## src/rtl/fir_pkg.sv

```systemverilog
// Shared constants, state encoding and helpers for the sequential FIR MAC stage.
package fir_pkg;

    localparam int unsigned N_TAPS = 5;
    localparam int unsigned BW_IN  = 6;
    localparam int unsigned BW_OUT = 8;
    localparam int unsigned SHIFT  = 4;

    function automatic int unsigned clog2(input int unsigned v);
        int unsigned r;
        r = 0;
        while ((32'd1 << r) < v) begin
            r = r + 1;
        end
        return r;
    endfunction

    localparam int unsigned ACC_W = 2 * BW_IN + clog2(N_TAPS);

    typedef enum logic [1:0] {
        IDLE  = 2'd0,
        ACCUM = 2'd1,
        OUT   = 2'd2
    } fir_state_t;

endpackage

```

## src/rtl/fir_sat_shift.sv

```systemverilog
// Arithmetic right shift with saturation from ACC_W to BW_OUT bits.
// Define FIR_MAC_ROUND_EN to round half-up before the shift instead of flooring.
module fir_sat_shift #(
    parameter int unsigned ACC_W  = 15,
    parameter int unsigned BW_OUT = 8,
    parameter int unsigned SHIFT  = 4
) (
    input  logic signed [ACC_W-1:0] acc,
    output logic [BW_OUT-1:0]       y_c
);

    localparam int unsigned EXT_W = ACC_W + 1;
    localparam logic signed [EXT_W-1:0] MAX_V = EXT_W'((1 << (BW_OUT - 1)) - 1);
    localparam logic signed [EXT_W-1:0] MIN_V = ~MAX_V;
`ifdef FIR_MAC_ROUND_EN
    localparam int unsigned RND_SH = (SHIFT > 0) ? SHIFT - 1 : 0;
`endif

    logic signed [EXT_W-1:0] ext;
    logic signed [EXT_W-1:0] shf;

    // One guard bit keeps the rounding add from overflowing.
    always_comb begin
        ext = {acc[ACC_W-1], acc};
`ifdef FIR_MAC_ROUND_EN
        if (SHIFT > 0) begin
            ext = ext + (EXT_W'(1) << RND_SH);
        end
`endif
        shf = ext >>> SHIFT;
        if (shf > MAX_V) begin
            y_c = MAX_V[BW_OUT-1:0];
        end else if (shf < MIN_V) begin
            y_c = MIN_V[BW_OUT-1:0];
        end else begin
            y_c = shf[BW_OUT-1:0];
        end
    end

endmodule

```

## src/rtl/fir_mac_seq.sv

```systemverilog
// Time-multiplexed FIR multiply-accumulate: snapshot taps/coefs, one product per cycle.
// Output scaling honours FIR_MAC_ROUND_EN (round half-up) via fir_sat_shift.
module fir_mac_seq #(
    parameter int unsigned N_TAPS = fir_pkg::N_TAPS,
    parameter int unsigned BW_IN  = fir_pkg::BW_IN,
    parameter int unsigned BW_OUT = fir_pkg::BW_OUT,
    parameter int unsigned SHIFT  = fir_pkg::SHIFT
) (
    input  logic                     clk,
    input  logic                     reset,
    input  logic                     sample_valid,
    input  logic [N_TAPS*BW_IN-1:0]  x_taps,
    input  logic [N_TAPS*BW_IN-1:0]  coefs,
    output logic [BW_OUT-1:0]        y_out,
    output logic                     y_valid,
    output logic                     busy,
    output logic                     overrun
);

    localparam int unsigned IDX_W  = fir_pkg::clog2(N_TAPS);
    localparam int unsigned PROD_W = 2 * BW_IN;
    localparam int unsigned ACC_W  = PROD_W + IDX_W;

    import fir_pkg::*;

    fir_state_t state_q, state_d;

    logic signed [BW_IN-1:0]  snap_x [N_TAPS];
    logic signed [BW_IN-1:0]  snap_c [N_TAPS];
    logic signed [ACC_W-1:0]  acc_q;
    logic [IDX_W-1:0]         idx_q;
    logic signed [PROD_W-1:0] prod_c;
    logic [BW_OUT-1:0]        y_sat_c;
    logic                     load_c;
    logic                     step_c;
    logic                     emit_c;
    logic                     drop_c;

    // Next-state and control decode.
    always_comb begin
        state_d = state_q;
        load_c  = 1'b0;
        step_c  = 1'b0;
        emit_c  = 1'b0;
        drop_c  = 1'b0;
        case (state_q)
            IDLE: begin
                if (sample_valid) begin
                    load_c  = 1'b1;
                    state_d = ACCUM;
                end
            end
            ACCUM: begin
                step_c = 1'b1;
                drop_c = sample_valid;
                if (idx_q == IDX_W'(N_TAPS - 1)) begin
                    state_d = OUT;
                end
            end
            OUT: begin
                emit_c  = 1'b1;
                drop_c  = sample_valid;
                state_d = IDLE;
            end
            default: begin
                state_d = IDLE;
            end
        endcase
    end

    assign prod_c = PROD_W'(snap_x[idx_q]) * PROD_W'(snap_c[idx_q]);

    fir_sat_shift #(
        .ACC_W  (ACC_W),
        .BW_OUT (BW_OUT),
        .SHIFT  (SHIFT)
    ) u_sat (
        .acc (acc_q),
        .y_c (y_sat_c)
    );

    always_ff @(posedge clk) begin
        if (reset) begin
            state_q <= IDLE;
            acc_q   <= '0;
            idx_q   <= '0;
            y_out   <= '0;
            y_valid <= 1'b0;
            busy    <= 1'b0;
            overrun <= 1'b0;
        end else begin
            state_q <= state_d;
            y_valid <= emit_c;
            busy    <= (state_d != IDLE);
            if (drop_c) begin
                overrun <= 1'b1;
            end
            if (load_c) begin
                acc_q <= '0;
                idx_q <= '0;
            end else if (step_c) begin
                acc_q <= acc_q + ACC_W'(prod_c);
                idx_q <= idx_q + IDX_W'(1);
            end
            if (emit_c) begin
                y_out <= y_sat_c;
            end
        end
    end

    // Snapshot isolates the running computation from upstream changes.
    always_ff @(posedge clk) begin
        if (load_c) begin
            for (int unsigned i = 0; i < N_TAPS; i++) begin
                snap_x[i] <= x_taps[i*BW_IN +: BW_IN];
                snap_c[i] <= coefs[i*BW_IN +: BW_IN];
            end
        end
    end

endmodule

```

## config.mk

```make
export PLATFORM = sky130hd
export DESIGN_NAME = fir_mac_seq
export DESIGN_NICKNAME = d
export VERILOG_FILES = /design/src/rtl/fir_pkg.sv /design/src/rtl/fir_sat_shift.sv /design/src/rtl/fir_mac_seq.sv
export SDC_FILE = /design/constraint.sdc
export NUM_CORES = 1
export LEC_CHECK = 0
export CAP_MARGIN = 20
export CORE_MARGIN = 1
export CORE_UTILIZATION = 30
export DETAILED_ROUTE_END_ITERATION = 10
export GPL_TIMING_DRIVEN = 1
export PLACE_DENSITY = 0.59
export SETUP_SLACK_MARGIN = 0.15
export SLEW_MARGIN = 20
export SYNTH_ARGS = -nofsm -noshare
export SYNTH_HDL_FRONTEND = slang
export SYNTH_HIERARCHICAL = 1
export SYNTH_SLANG_ARGS = --single-unit
```

## constraint.sdc

```tcl
create_clock -name clk -period 12.5 [get_ports clk]
set_input_delay 3.125 -clock clk [delete_from_list [all_inputs] [get_ports clk]]
set_output_delay 3.125 -clock clk [all_outputs]
set_load 0.01 [all_outputs]
```

# Yosys cells after proc, flatten, opt, wreduce, memory -nomap -nowiden
# Memory sizes are Yosys's and may differ from the RTL's. A register that Yosys moved wholly into a read port is not among the register bits.
# Cells that the tools add are included.
# totals
reg_bits,31
ramBits,60
in_bits,63
wordCells,37
n_memories,2
# memory_table
name,words,width,read_ports,rd_clocked_by_memory_dff,write_ports,line_no,source
snap_c,5,6,1,1,5,fir_mac_seq.sv:29,logic signed [BW_IN-1:0] snap_c [N_TAPS];
snap_x,5,6,1,1,5,fir_mac_seq.sv:28,logic signed [BW_IN-1:0] snap_x [N_TAPS];
# op_classes
add_sub_neg,2
multipliers,1
order_cmp,2
eq_ne,3
mux,16
reduce_logical,4
# op_table
cell,count
$mux 8,2
$add 15x12->15,1
$mul 6x6->12,1
$mux 3,4
$gt 11x8->1 const B,1
$lt 11x8->1 const B,1
$mux 1,7
$mux 2,2
$pmux 2 s2,1
$reduce_or 2->1,2
$add 3x1->3 const B,1
$eq 3x3->1 const B,1
$eq 2x1->1 const B,1
$eq 2x2->1 const B,1
$logic_not 2->1,1
$reduce_bool 2->1,1

# Logic depth before layout (Yosys ltp)
# logic_depth
depth_word,4
ltp_mapped,19

# Modules after synthesis
# The synthesis kept the hierarchy.
# by_module_without_submodules
module,n_inst,cells_per_inst,area_per_inst_um2,seq_area_each_um2
fir_mac_seq,1,471,5693.0,2482.4
fir_sat_shift,1,26,193.9,0.0

# Least setup slack after synthesis
# Ideal clock, no wire load.
# synth_path
path_kind,reg2reg
start,register (tool-made name)
end,register acc_q[13]
setup_time_ns,0.058
arrival_time_ns,5.414
slack_ns,7.028
stages_incl_launch_ff,20
n_path_buf,1
cell_sequence,dfxtp_1 -> buf_4 -> mux4_2 -> mux2i_1 -> nor2_1 -> fa_1 -> inv_1 -> fa_1 -> inv_1 -> fa_1 -> inv_1 -> fa_1 -> inv_1 -> ha_1 -> a21o_1 -> a21o_1 -> a2111oi_4 -> o2111ai_1 -> mux2_2 -> nand2_1
# synth_rtl
element,line_no,source
to (signal assigned),fir_mac_seq.sv:102,acc_q <= acc_q + ACC_W'(prod_c);
to (decl),fir_mac_seq.sv:30,logic signed [ACC_W-1:0] acc_q;

==> impl_metrics.py <==
metrics = {
    "sta": {
        "worst_slack_ns": 6.22,
        "finalSetupViolCount": 0,
        "hold_violations": 0,
        "fin_crit_sh_pct": 50.3,
        "fin_skew_ns": 0.0157,
        "tns_ns": 0,
        "slew_headroom_pct": 30.5,
        "tightestPinTransition_ns": 1.04,
        "grt_setup_unrepaired": "false",
        "fin_crit_ns": 6.28,
        "maxSlewViolCount": 0,
        "holdWs_ns": 0.475,
        "clock.fmax_mhz": 159,
    },
    "power": {
        "p_leak_nw": 2.87,
        "power_per_cell_area_nw_per_um2": 237,
        "power_mw": 1.69,
        "irDropWorstVdd_v": 0.000126,
    },
    "routing": {
        "drt_iter0_drc": 180,
        "drcViolationCount": 0,
        "routedWlPerCell_um": 13.2,
        "drt-pass1-iter-count": 4,
        "vias": 3636,
        "routed_via_density": 4.36,
        "ant_nets": 0,
        "wirelength_mm": 11.0,
    },
    "worst_setup_path": {
        "crit_type": "reg -> reg",
        "cp.required_ns": 12.79,
        "cp_max_fo": 12,
        "path_delay_family": "adder cells",
        "start_kind": "flop",
        "path_cells": "mux4_2 > mux2i_1 > or2_1 > inv_1 > fa_1 > inv_1 > fa_1 > inv_1 > fa_1 > inv_1 > fa_1 > inv_1 > ha_1 > a21o_1 > a21o_1 > a2111oi_4 > o2111ai_1 > mux2_2 > nand2_1",
        "cp.arrival_ns": 6.58,
        "cp_slowest_stage_delay_ns": 0.83,
        "crit_slowest_cell": "dfxtp_1",
        "cpMostUsedCell": "inv_1",
        "end_kind": "flop",
        "crit_buf_inv": 5,
    },
    "grt": {
        "gr-usage-met2_pct": 18.7,
        "met1_usage_pct": 15.6,
        "overflow": 0,
        "grtUsageMet3_pct": 2.09,
        "grt_start_max_net_pins": 63,
        "top_usage_layer": "met2",
        "grt_pass1_wl_mm": 18.0,
        "antenna_found_initial": 0,
        "grt_util_all_layers_pct": 11.6,
        "grt_pass1_vias": 3757,
    },
    "finish": {
        "final_area_um2": 7140,
        "diodes": 0,
        "area_growth_pct": 21.3,
        "nNetsFinal": 713,
        "fin_util_pct": 37.7,
        "drive_gt1_share_pct": 8.89,
        "num-fill-cells": 1822,
        "instances_no_fill": 834,
    },
    "clock_network": {
        "clockRootBuffer": "clkbuf_16",
        "cts_buffers": 9,
        "clockBufferDepth": 2,
        "clock_sinks": 94,
        "cts_resized": 0,
        "insertion_delay_ns": 0.35,
        "cts_hold_buf": 0,
        "htreeDepth": 3,
        "clk_pin_slew_ns": 0.07,
        "cts_tree": "yes",
        "cts_setup_buffers": 0,
    },
    "floorplanning": {
        "initial_core_util_pct": 31.1,
        "die_h_um": 142,
        "ios": 74,
        "die-area_um2": 20200,
        "rows": 50,
        "coreArea_um2": 19000,
        "die_w_um": 142,
    },
    "synthesis": {
        "synthTopCellsByCount": "inv_1 (94), edfxtp_1 (60), nor2_1 (48), fa_1 (41), ha_1 (40)",
        "synth_async_sr_flop_share_pct": 0,
        "syn_inst": 497,
        "synth_seq_cells": 94,
        "syn_area_um2": 5890,
        "avgSynthCellArea_um2": 11.8,
        "synth_top_cell_by_area": "edfxtp_1",
        "yosysMostFrequentCell": "inv_1",
        "ys_types": 50,
        "synth_area_leaders": "edfxtp_1 (31%), fa_1 (14%), dfxtp_1 (12%), ha_1 (8.5%), inv_1 (6.0%)",
        "ys_warn_count": 6,
        "synth_top_area_share_pct": 30.6,
        "synth_flop_cell": "edfxtp_1",
        "seq_area_frac_synth_pct": 42.2,
        "syn_nets": 641,
        "synth_enable_flop_cells": 60,
    },
    "outcome": {
        "status": "completed",
    },
    "place": {
        "portBuffers": 73,
        "preCtsSetupSlack_ns": 6.18,
        "placedCellCount": 818,
        "place.detailed.hpwl_mm": 8.70,
        "place_area_um2": 6850,
        "gp_congestion": 0.927,
    },
    "job": {
        "max_cap_viol_count": 0,
    },
    "worst_hold_path": {
        "hold_class": "reg -> reg",
    },
}
[tightest hold or removal path: stages (launching register included)]
cell     delay (ns)
dfxtp_1        0.33
a21oi_1        0.04
nor2_1         0.07
[state kept, by name, summed over array words and instances, names as in the netlist, named ones only]
| name | cells |
|---|---|
| snap_c | 30 |
| snap_x | 30 |
| acc_q | 15 |
| y_out | 8 |
| idx_q | 3 |
| state_q | 2 |
| busy | 1 |
| overrun | 1 |
| y_valid | 1 |
[path summary, 6_finish.rpt]
| check | startpoint | to | slack (ns) | cells past startpoint |
|---|---|---|---|---|
| setup / recovery | flop | acc_q[13] | 6.22 | 19 |
| hold reg to reg | overrun | overrun | 0.47 | 2 |
| setup reg to reg | flop | acc_q[13] | 6.22 | 19 |
| hold / removal | overrun | overrun | 0.47 | 2 |
[power breakdown]
part           internal (mW)  switching [mW]  total, mW
Sequential             0.363          0.0416      0.405
Combinational          0.460           0.555       1.01
Clock                  0.140           0.133      0.272
[layer usage]
| layer | part of all wire (%) | wire length [um] |
|---|---|---|
| met1 | 48 | 5320 |
| met2 | 46 | 5030 |
| met3 | 4.5 | 499 |
| met4 | 1.2 | 134 |
| met5 | 0 | 0 |
[layout make-up]
type / count / area [um2] / share of cell area [%]
Clock buffer: 9 / 225 / 3.15
Clock inverter: 7 / 63.8 / 0.893
Inverter: 95 / 357 / 4.99
Multi-Input combinational cell: 295 / 2950 / 41.3
Sequential cell: 94 / 2480 / 34.8
Tap cell: 260 / 325 / 4.55
Timing Repair Buffer: 74 / 738 / 10.3
[logic make-up after synthesis]
| kind of cell | Yosys count | synth area share [%] |
|---|---|---|
| muxes | 43 | 10.6 |
| and+or+nand+nor | 102 | 8.31 |
| DFF | 94 | 42.2 |
| xor gates and xnor gates | 13 | 1.93 |
| buffers and inverters | 108 | 7.69 |
| adders and majority gates | 81 | 22.4 |
| AOI/OAI and AO/OA | 56 | 6.89 |
[cell usage in the layout (no fill, tap or decap), types with 10 or more instances in the layout]
cell,n
xnor2_1,12
inv_1,93
nor3_1,10
mux4_2,12
edfxtp_1,60
or2_1,10
fa_1,41
mux2i_1,21
dfxtp_1,34
clkdlybuf4s50_1,73
ha_1,40
nor2_1,48
a21oi_1,13
No activity file was read; power rests on OpenSTA's default activity.
